File: config.mk
export PLATFORM = sky130hd
export DESIGN_NAME = ex_mem
export DESIGN_NICKNAME = d
export VERILOG_FILES = /design/src/rtl/rv32_pkg.sv /design/src/rtl/pipe_reg.sv /design/src/rtl/ex_mem.sv
export SDC_FILE = /design/constraint.sdc
export NUM_CORES = 1
export LEC_CHECK = 0
export CAP_MARGIN = 15
export CORE_MARGIN = 2
export CORE_UTILIZATION = 37
export DETAILED_ROUTE_END_ITERATION = 10
export PLACE_DENSITY = 0.75
export SETUP_SLACK_MARGIN = 0.05
export SLEW_MARGIN = 10
export SYNTH_ARGS = -nofsm -noshare
export SYNTH_HDL_FRONTEND = slang
export SYNTH_SLANG_ARGS = --single-unit
File: constraint.sdc
create_clock -name clk_i -period 1.4 [get_ports clk_i]
set_input_delay 0.35 -clock clk_i [delete_from_list [all_inputs] [get_ports clk_i]]
set_output_delay 0.35 -clock clk_i [all_outputs]
set_load 0.02 [all_outputs]
File: src/rtl/rv32_pkg.sv
// Shared RV32I core definitions: datapath widths, MEM/WB control bundle
// and ALU control encodings.
package rv32_pkg;

   localparam int DATA_W = 32;
   localparam int REG_AW = 5;

   // Control bits travelling from EX to MEM/WB
   typedef struct packed {
      logic reg_write;
      logic mem_to_reg;
      logic mem_read;
      logic mem_write;
   } ctrl_t;

   localparam int CTRL_W = $bits(ctrl_t);

   // ALU operation encodings
   typedef enum logic [2:0] {
      ALU_ADD = 3'b001,
      ALU_SUB = 3'b010,
      ALU_XOR = 3'b011,
      ALU_OR  = 3'b100,
      ALU_AND = 3'b101
   } alu_op_e;

endpackage

File: src/rtl/pipe_reg.sv
// Width-parameterised pipeline register: async active-low reset,
// synchronous clear (bubble) that beats the load enable.
module pipe_reg #(
   parameter int W = 8
) (
   input  logic         clk_i,
   input  logic         rst_n_i,
   input  logic         load_i,
   input  logic         clear_i,
   input  logic [W-1:0] d_i,
   output logic [W-1:0] q_o
);

   // Clear wins over load; with neither, the value is held
   always_ff @(posedge clk_i or negedge rst_n_i) begin
      if (!rst_n_i)
         q_o <= '0;
      else if (clear_i)
         q_o <= '0;
      else if (load_i)
         q_o <= d_i;
   end

endmodule

File: src/rtl/ex_mem.sv
// EX/MEM pipeline register of the RV32I core. Holds on stall or data
// memory busy, zeroes on flush, and gates write enables with valid so
// bubbles never write state. Also counts held cycles (saturating).
module ex_mem #(
   parameter int DATA_W = rv32_pkg::DATA_W,
   parameter int REG_AW = rv32_pkg::REG_AW,
   parameter int CNT_W  = 16
) (
   input  logic              clk_i,
   input  logic              rst_n_i,
   input  logic              stall_i,
   input  logic              mem_busy_i,
   input  logic              flush_i,
   input  logic              valid_i,
   input  logic [DATA_W-1:0] alu_result_i,
   input  logic [DATA_W-1:0] rs2_data_i,
   input  logic [REG_AW-1:0] rd_addr_i,
   input  logic              reg_write_i,
   input  logic              mem_to_reg_i,
   input  logic              mem_read_i,
   input  logic              mem_write_i,
   output logic              valid_o,
   output logic [DATA_W-1:0] alu_result_o,
   output logic [DATA_W-1:0] rs2_data_o,
   output logic [REG_AW-1:0] rd_addr_o,
   output logic              reg_write_o,
   output logic              mem_to_reg_o,
   output logic              mem_read_o,
   output logic              mem_write_o,
   output logic              hold_o,
   output logic [CNT_W-1:0]  stall_cnt_o
);

   import rv32_pkg::*;

   localparam int DW = 2 * DATA_W + REG_AW;
   localparam int CW = 1 + CTRL_W;

   logic          hold;
   ctrl_t         ctrl_in;
   ctrl_t         ctrl_q;
   logic          valid_q;
   logic [DW-1:0] data_q;
   logic [CW-1:0] ctrl_bus_q;
   logic [CNT_W-1:0] stall_cnt_reg;

   // Hold goes upstream without delay so earlier stages freeze this cycle
   assign hold   = stall_i | mem_busy_i;
   assign hold_o = hold;

   assign ctrl_in = '{reg_write:  reg_write_i,
                      mem_to_reg: mem_to_reg_i,
                      mem_read:   mem_read_i,
                      mem_write:  mem_write_i};

   pipe_reg #(.W(DW)) u_data (
      .clk_i   (clk_i),
      .rst_n_i (rst_n_i),
      .load_i  (~hold),
      .clear_i (flush_i),
      .d_i     ({alu_result_i, rs2_data_i, rd_addr_i}),
      .q_o     (data_q)
   );

   pipe_reg #(.W(CW)) u_ctrl (
      .clk_i   (clk_i),
      .rst_n_i (rst_n_i),
      .load_i  (~hold),
      .clear_i (flush_i),
      .d_i     ({valid_i, ctrl_in}),
      .q_o     (ctrl_bus_q)
   );

   assign valid_q = ctrl_bus_q[CW-1];
   assign ctrl_q  = ctrl_bus_q[CTRL_W-1:0];

   assign valid_o      = valid_q;
   assign alu_result_o = data_q[DW-1 -: DATA_W];
   assign rs2_data_o   = data_q[REG_AW +: DATA_W];
   assign rd_addr_o    = data_q[REG_AW-1:0];

   // Write-side enables are gated by valid so stale bits in a bubble are harmless
   assign reg_write_o  = valid_q & ctrl_q.reg_write;
   assign mem_to_reg_o = ctrl_q.mem_to_reg;
   assign mem_read_o   = valid_q & ctrl_q.mem_read;
   assign mem_write_o  = valid_q & ctrl_q.mem_write;

   // Count cycles in which the register really held (a flush is not a hold)
   always_ff @(posedge clk_i or negedge rst_n_i) begin
      if (!rst_n_i)
         stall_cnt_reg <= '0;
      else if (hold && !flush_i && (stall_cnt_reg != {CNT_W{1'b1}}))
         stall_cnt_reg <= stall_cnt_reg + {{(CNT_W-1){1'b0}}, 1'b1};
   end

   assign stall_cnt_o = stall_cnt_reg;

endmodule

== After elaboration in Yosys (flattened, before gate mapping) ==
Cells that the tools add are included.

* Add/subtract/negate cells: 1
* Multipliers: 0
* Divide/modulo/power cells: 0
* Order comparisons: 0
* Equality and inequality tests: 2
* Shifts and indexed selects: 0
* Mux-type cells: 4
* Bitwise operators: 4
* Reduce and logical (&&, ||, !) cells: 3

{| class="wikitable"
|+ Operators by type and width
! operator !! count
|-
| $mux 69 || 2
|-
| $add 16x1->16 const B || 1
|-
| $ne 16x16->1 const B || 1
|-
| $mux 5 || 2
|-
| $and 1x1->1 || 3
|-
| $logic_and 1x1->1 || 2
|-
| $ne 2x2->1 const B || 1
|-
| $logic_not 1->1 || 1
|-
| $or 1x1->1 || 1
|}

* Bits in registers: 90
* Latch bits: 0
* Memory bits (writable): 0
* Memory bits (read-only): 0
* Logic and storage cells: 17
* Memories: 0

== Longest topological paths before layout ==
* Depth after elaboration: 3
* Mapped depth: 6
* Depth with buffers taken out: 5

== By module ==
From an unflattened synthesis, not the netlist that was laid out.

* Cell total of the unflattened synthesis: 313
* Area, all modules: 3,824.9 um^2

{| class="wikitable"
|+ Modules (own cells, without submodules)
! module !! instances !! cells each !! area an instance (um^2) !! seq. area each (um^2)
|-
| pipe_reg (u_data) || 1 || 223 || 2,785.2 || 1,726.7
|-
| ex_mem || 1 || 74 || 834.6 || 400.4
|-
| pipe_reg (u_ctrl) || 1 || 16 || 205.2 || 125.1
|}

== Least setup slack after synthesis ==
Ideal clock, no wire load.

* Kind: flip-flop to flip-flop
* Start point: reg stall_cnt_reg[0] (netlist: stall_cnt_o[0])
* End point: reg stall_cnt_reg[9] (netlist: stall_cnt_o[9])
* Arrival time: 1.487 ns
* Required time: 1.270 ns
* Setup slack: -0.217 ns
* Stages on the path, launching flop included: 6
* Path buffers: 0
* Clock period less this slack: 1.617 ns
* Cell sequence: dfrtp_1 -> ha_1 -> inv_1 -> or4_4 -> nand4b_2 -> xnor2_1

* Cells in the longest elaborated chain, start to end: 2
* Elaborated cells on any way between the ends: 3
* Those cells by class: add/sub: 1; eq/ne: 1; reduce/logical: 1

{| class="wikitable"
|+ Ends and longest elaborated chain
! element !! RTL line !! source
|-
| start, declared || ex_mem.sv:45 || <nowiki>logic [CNT_W-1:0] stall_cnt_reg;</nowiki>
|-
| start signal, assigned || ex_mem.sv:93 || <nowiki>stall_cnt_reg <= stall_cnt_reg + {{(CNT_W-1){1'b0}}, 1'b1};</nowiki>
|-
| parallel branches: the longest is 2 deep, another holds $add 16x1->16 || - ||
|}

Parallel ways; which one is timed is not known.
A chain may end at the register's enable or synchronous reset.

== Worst setup path in the final report ==
* Start point: reg stall_cnt_reg[0] (netlist: stall_cnt_o[0])
* End point: reg stall_cnt_reg[7] (netlist: stall_cnt_o[7])

The elaborated chain is that of the path after synthesis.

==> reports/results.txt <==
Most common cell in the netlist: nand2_1
Die Wd: 104 um
Worst setup margin: -0.0700 ns
Final core utilization: 60.1%
Htree depth: 3
Sw frac: 30.8%
DPL Wire Length: 7.82 mm
Failing checks: setup timing
RSZ-0062 raised after global routing: true
Post-route cell area: 0.00588 mm2
Die height: 104 um
Initial drt markers: 137
Initial Util: 38.1%
Clk buf depth: 2
Via Count: 3,604
EDFF count, synth: 0
Syn Area/Cell: 9.27 um2
CTS sink count: 90
Fin crit period: 1.47 ns
Synth Flop Type: dfrtp_1
Critical Path RT: 1.66 ns
Core box area: 0.00977 mm2
Final Wtd Congestion: 0.796
Post-synth top area share: 60.4%
Leakage: 2.79 nW
Tot GR Track Use: 20.3%
Max Cap Violations: 0
Per-cell routed wire length: 15.2 um
Die area: 0.0109 mm2
Period utilization: 105%
Synth area leader: dfrtp_1
DRC: 0
Worst vdd ir: 689 uV
Synth Instances: 402
First-pass GRT wire length: 18.1 mm
Clock-pin slew on the worst setup and hold paths: 0.08 ns
R2R cell count: 5
Post-Place Cells: 715
CP Class: flip-flop to flip-flop
Least-Margin Pin Slew: 0.443 ns
P_int: 4.67 mW
CTS tree: done
Status: complete, but fails checks
Initial antenna violation count: 0
Synthesized area: 0.00373 mm2
Final Non-Filler Cells: 741
Reg-to-Reg Start: stall_cnt_o[0]$_DFFE_PN0P_
WL final: 11.3 mm
Final slew viol count: 0
Asr flop ratio synth: 100%
Syn nets: 482
F_max: 680 MHz
Final Net Count: 683
Num CTS Buffers: 9
R2R Setup Slk: -0.07 ns
Layout cells sized above 1: 31.9%
Via/cell ratio: 4.86
Placed Area: 0.00586 mm2
# diodes: 0
Sequential cell area fraction in the yosys report: 60.4%
Largest net degree at the start of global routing: 59
FP Rows: 36
Worst setup SP type: flip-flop
CP Capture Type: flip-flop
Placement Setup Slack: -0.530 ns
Clock insertion delay at the later pin of the skew report: 0.34 ns
Top cells by count, synth: nand2_1, dfrtp_1, a21oi_1
Root buf cell: clkbuf_8
Final Hold Slack: 0.357 ns
Total grt overflow: 0
HP Class: input pin to asynchronous set/reset pin
Seq cells post-synth: 90
Antenna Nets Post-Route: 0
Crit Path Max Fanout: 4
Area Overhead vs Synth: 57.7%
Worst Path Arrival: 1.73 ns
Final hold violations: 0
Final setup violation count: 8
Clock group share of total power: 28.6%
Final Skew: 0.00133 ns
Main area contributors after synthesis: dfrtp_1, nand2_1, a21oi_1
Distinct cells, synth: 31
RR Endpoint: stall_cnt_o[7]$_DFFE_PN0P_
Synth Warn #: 0
Drt pass-1 iters: 4
Comb power frac: 26.6%
I/O pin total: 170
Pwr dens: 1150 mW/mm2
Seq pwr share: 44.8%
Slew margin rel.: 70.5%
Port-buffer cells: 169
NetSw: 2.08 mW
Vias in the first global route: 3,599
-- timing repair --
action,CTS,global route
endpoints found under the setup margin,180,36
hold buffers,1,0
pin swaps,2,7
buffers inserted,2,6
resized for setup,369,33
hold endpoints to repair,4,0
gates cloned,0,1
-- worst max-delay path: stages (launching register included) --
cell     delay, ns
dfrtp_2       0.41
ha_4          0.17
inv_2         0.03
or4_4         0.55
nand3_2       0.11
xnor2_2       0.12
-- sequential cells by signal, indices dropped and copies added, names as in the netlist --
| signal | flops |
|---|---|
| u_ctrl.q_o | 5 |
| stall_cnt_o | 16 |
| u_data.q_o | 69 |
-- placed cells by master, fill, tap and decap left out, drive strengths merged --
cell and n:
dfrtp 90, a21oi 82, clkinvlp 3, ha 1, a41oi 1, nor4 2
nor4b 2, nand3 7, nand2 154, o21ai 1, nor3 3, nand4 2
dlygate4sd3 1, a31oi 3, xnor2 4, or4 1, xor2 3, clkinv 1
o21bai 1, dlygate4sd2 2, bufinv 2, nand4b 1, and2 4, clkbuf 11
buf 136, mux2i 1, mux2 2, inv 4, nor2 8, a21boi 1
clkdlybuf4s50 74
-- power by group through the flow --
| stage | Clock, mW | Combinational, mW | Sequential, mW |
|---|---|---|---|
| final | 1.93 | 1.79 | 3.02 |
| after floorplan | 0 | 0.480 | 3.32 |
| after CTS | 1.97 | 1.66 | 3.01 |
| after global placement | 0 | 1.77 | 3.04 |
| after detailed placement | 0 | 1.81 | 3.05 |
| after global routing | 2.09 | 1.94 | 3.05 |
-- worst max-delay path by stage --
stage | start | to | slack (ns) | cells after the start
final | stall_cnt_o[0]$_DFFE_PN0P_ | stall_cnt_o[7]$_DFFE_PN0P_ | -0.07 | 5
after global routing | stall_cnt_o[9]$_DFFE_PN0P_ | stall_cnt_o[2]$_DFFE_PN0P_ | -0.12 | 6
after CTS | stall_cnt_o[1]$_DFFE_PN0P_ | stall_cnt_o[9]$_DFFE_PN0P_ | -0.04 | 5
after detailed placement | mem_busy_i | hold_o | -0.53 | 4
after global placement | mem_busy_i | hold_o | -0.53 | 4
after floorplan | stall_cnt_o[0]$_DFFE_PN0P_ | stall_cnt_o[9]$_DFFE_PN0P_ | -0.07 | 5
-- metrics by stage --
stage	TNS, ns	total power [mW]
2_1_floorplan	-0.193	3.80
3_3_place_gp	-35.60	4.82
3_5_place_dp	-38.65	4.87
4_1_cts	-0.282	6.64
5_1_grt	-0.881	7.07
6_report	-0.168	6.74
-- metal layers --
metal  global-route usage, %  wire (um)
met1                    24.4       4620
met2                    35.5       5830
met3                    4.26        548
met4                    7.63        272
met5                       0          0
-- cell type report --
class,count,area (um2)
clock buffers,10,128
clock inverters,6,91.3
fillers,889,3900
inverters,4,15.0
multi-input cells,284,1520
flip-flops and latches,90,2270
well taps,133,166
repair buffers,214,1680
-- kinds of logic (layout without fill, tap and decap cells) --
kind of cell	after synthesis	count (layout)	share of synthesized area, %
compound gates	89	89	12.4
xor+xnor	7	7	1.65
simple gates	184	184	21.4
mux	3	3	0.873
flops	90	90	60.4
buf+inv	28	234	2.89
fa+ha+maj	1	1	0.336
Power figures use the tool's default switching activity.
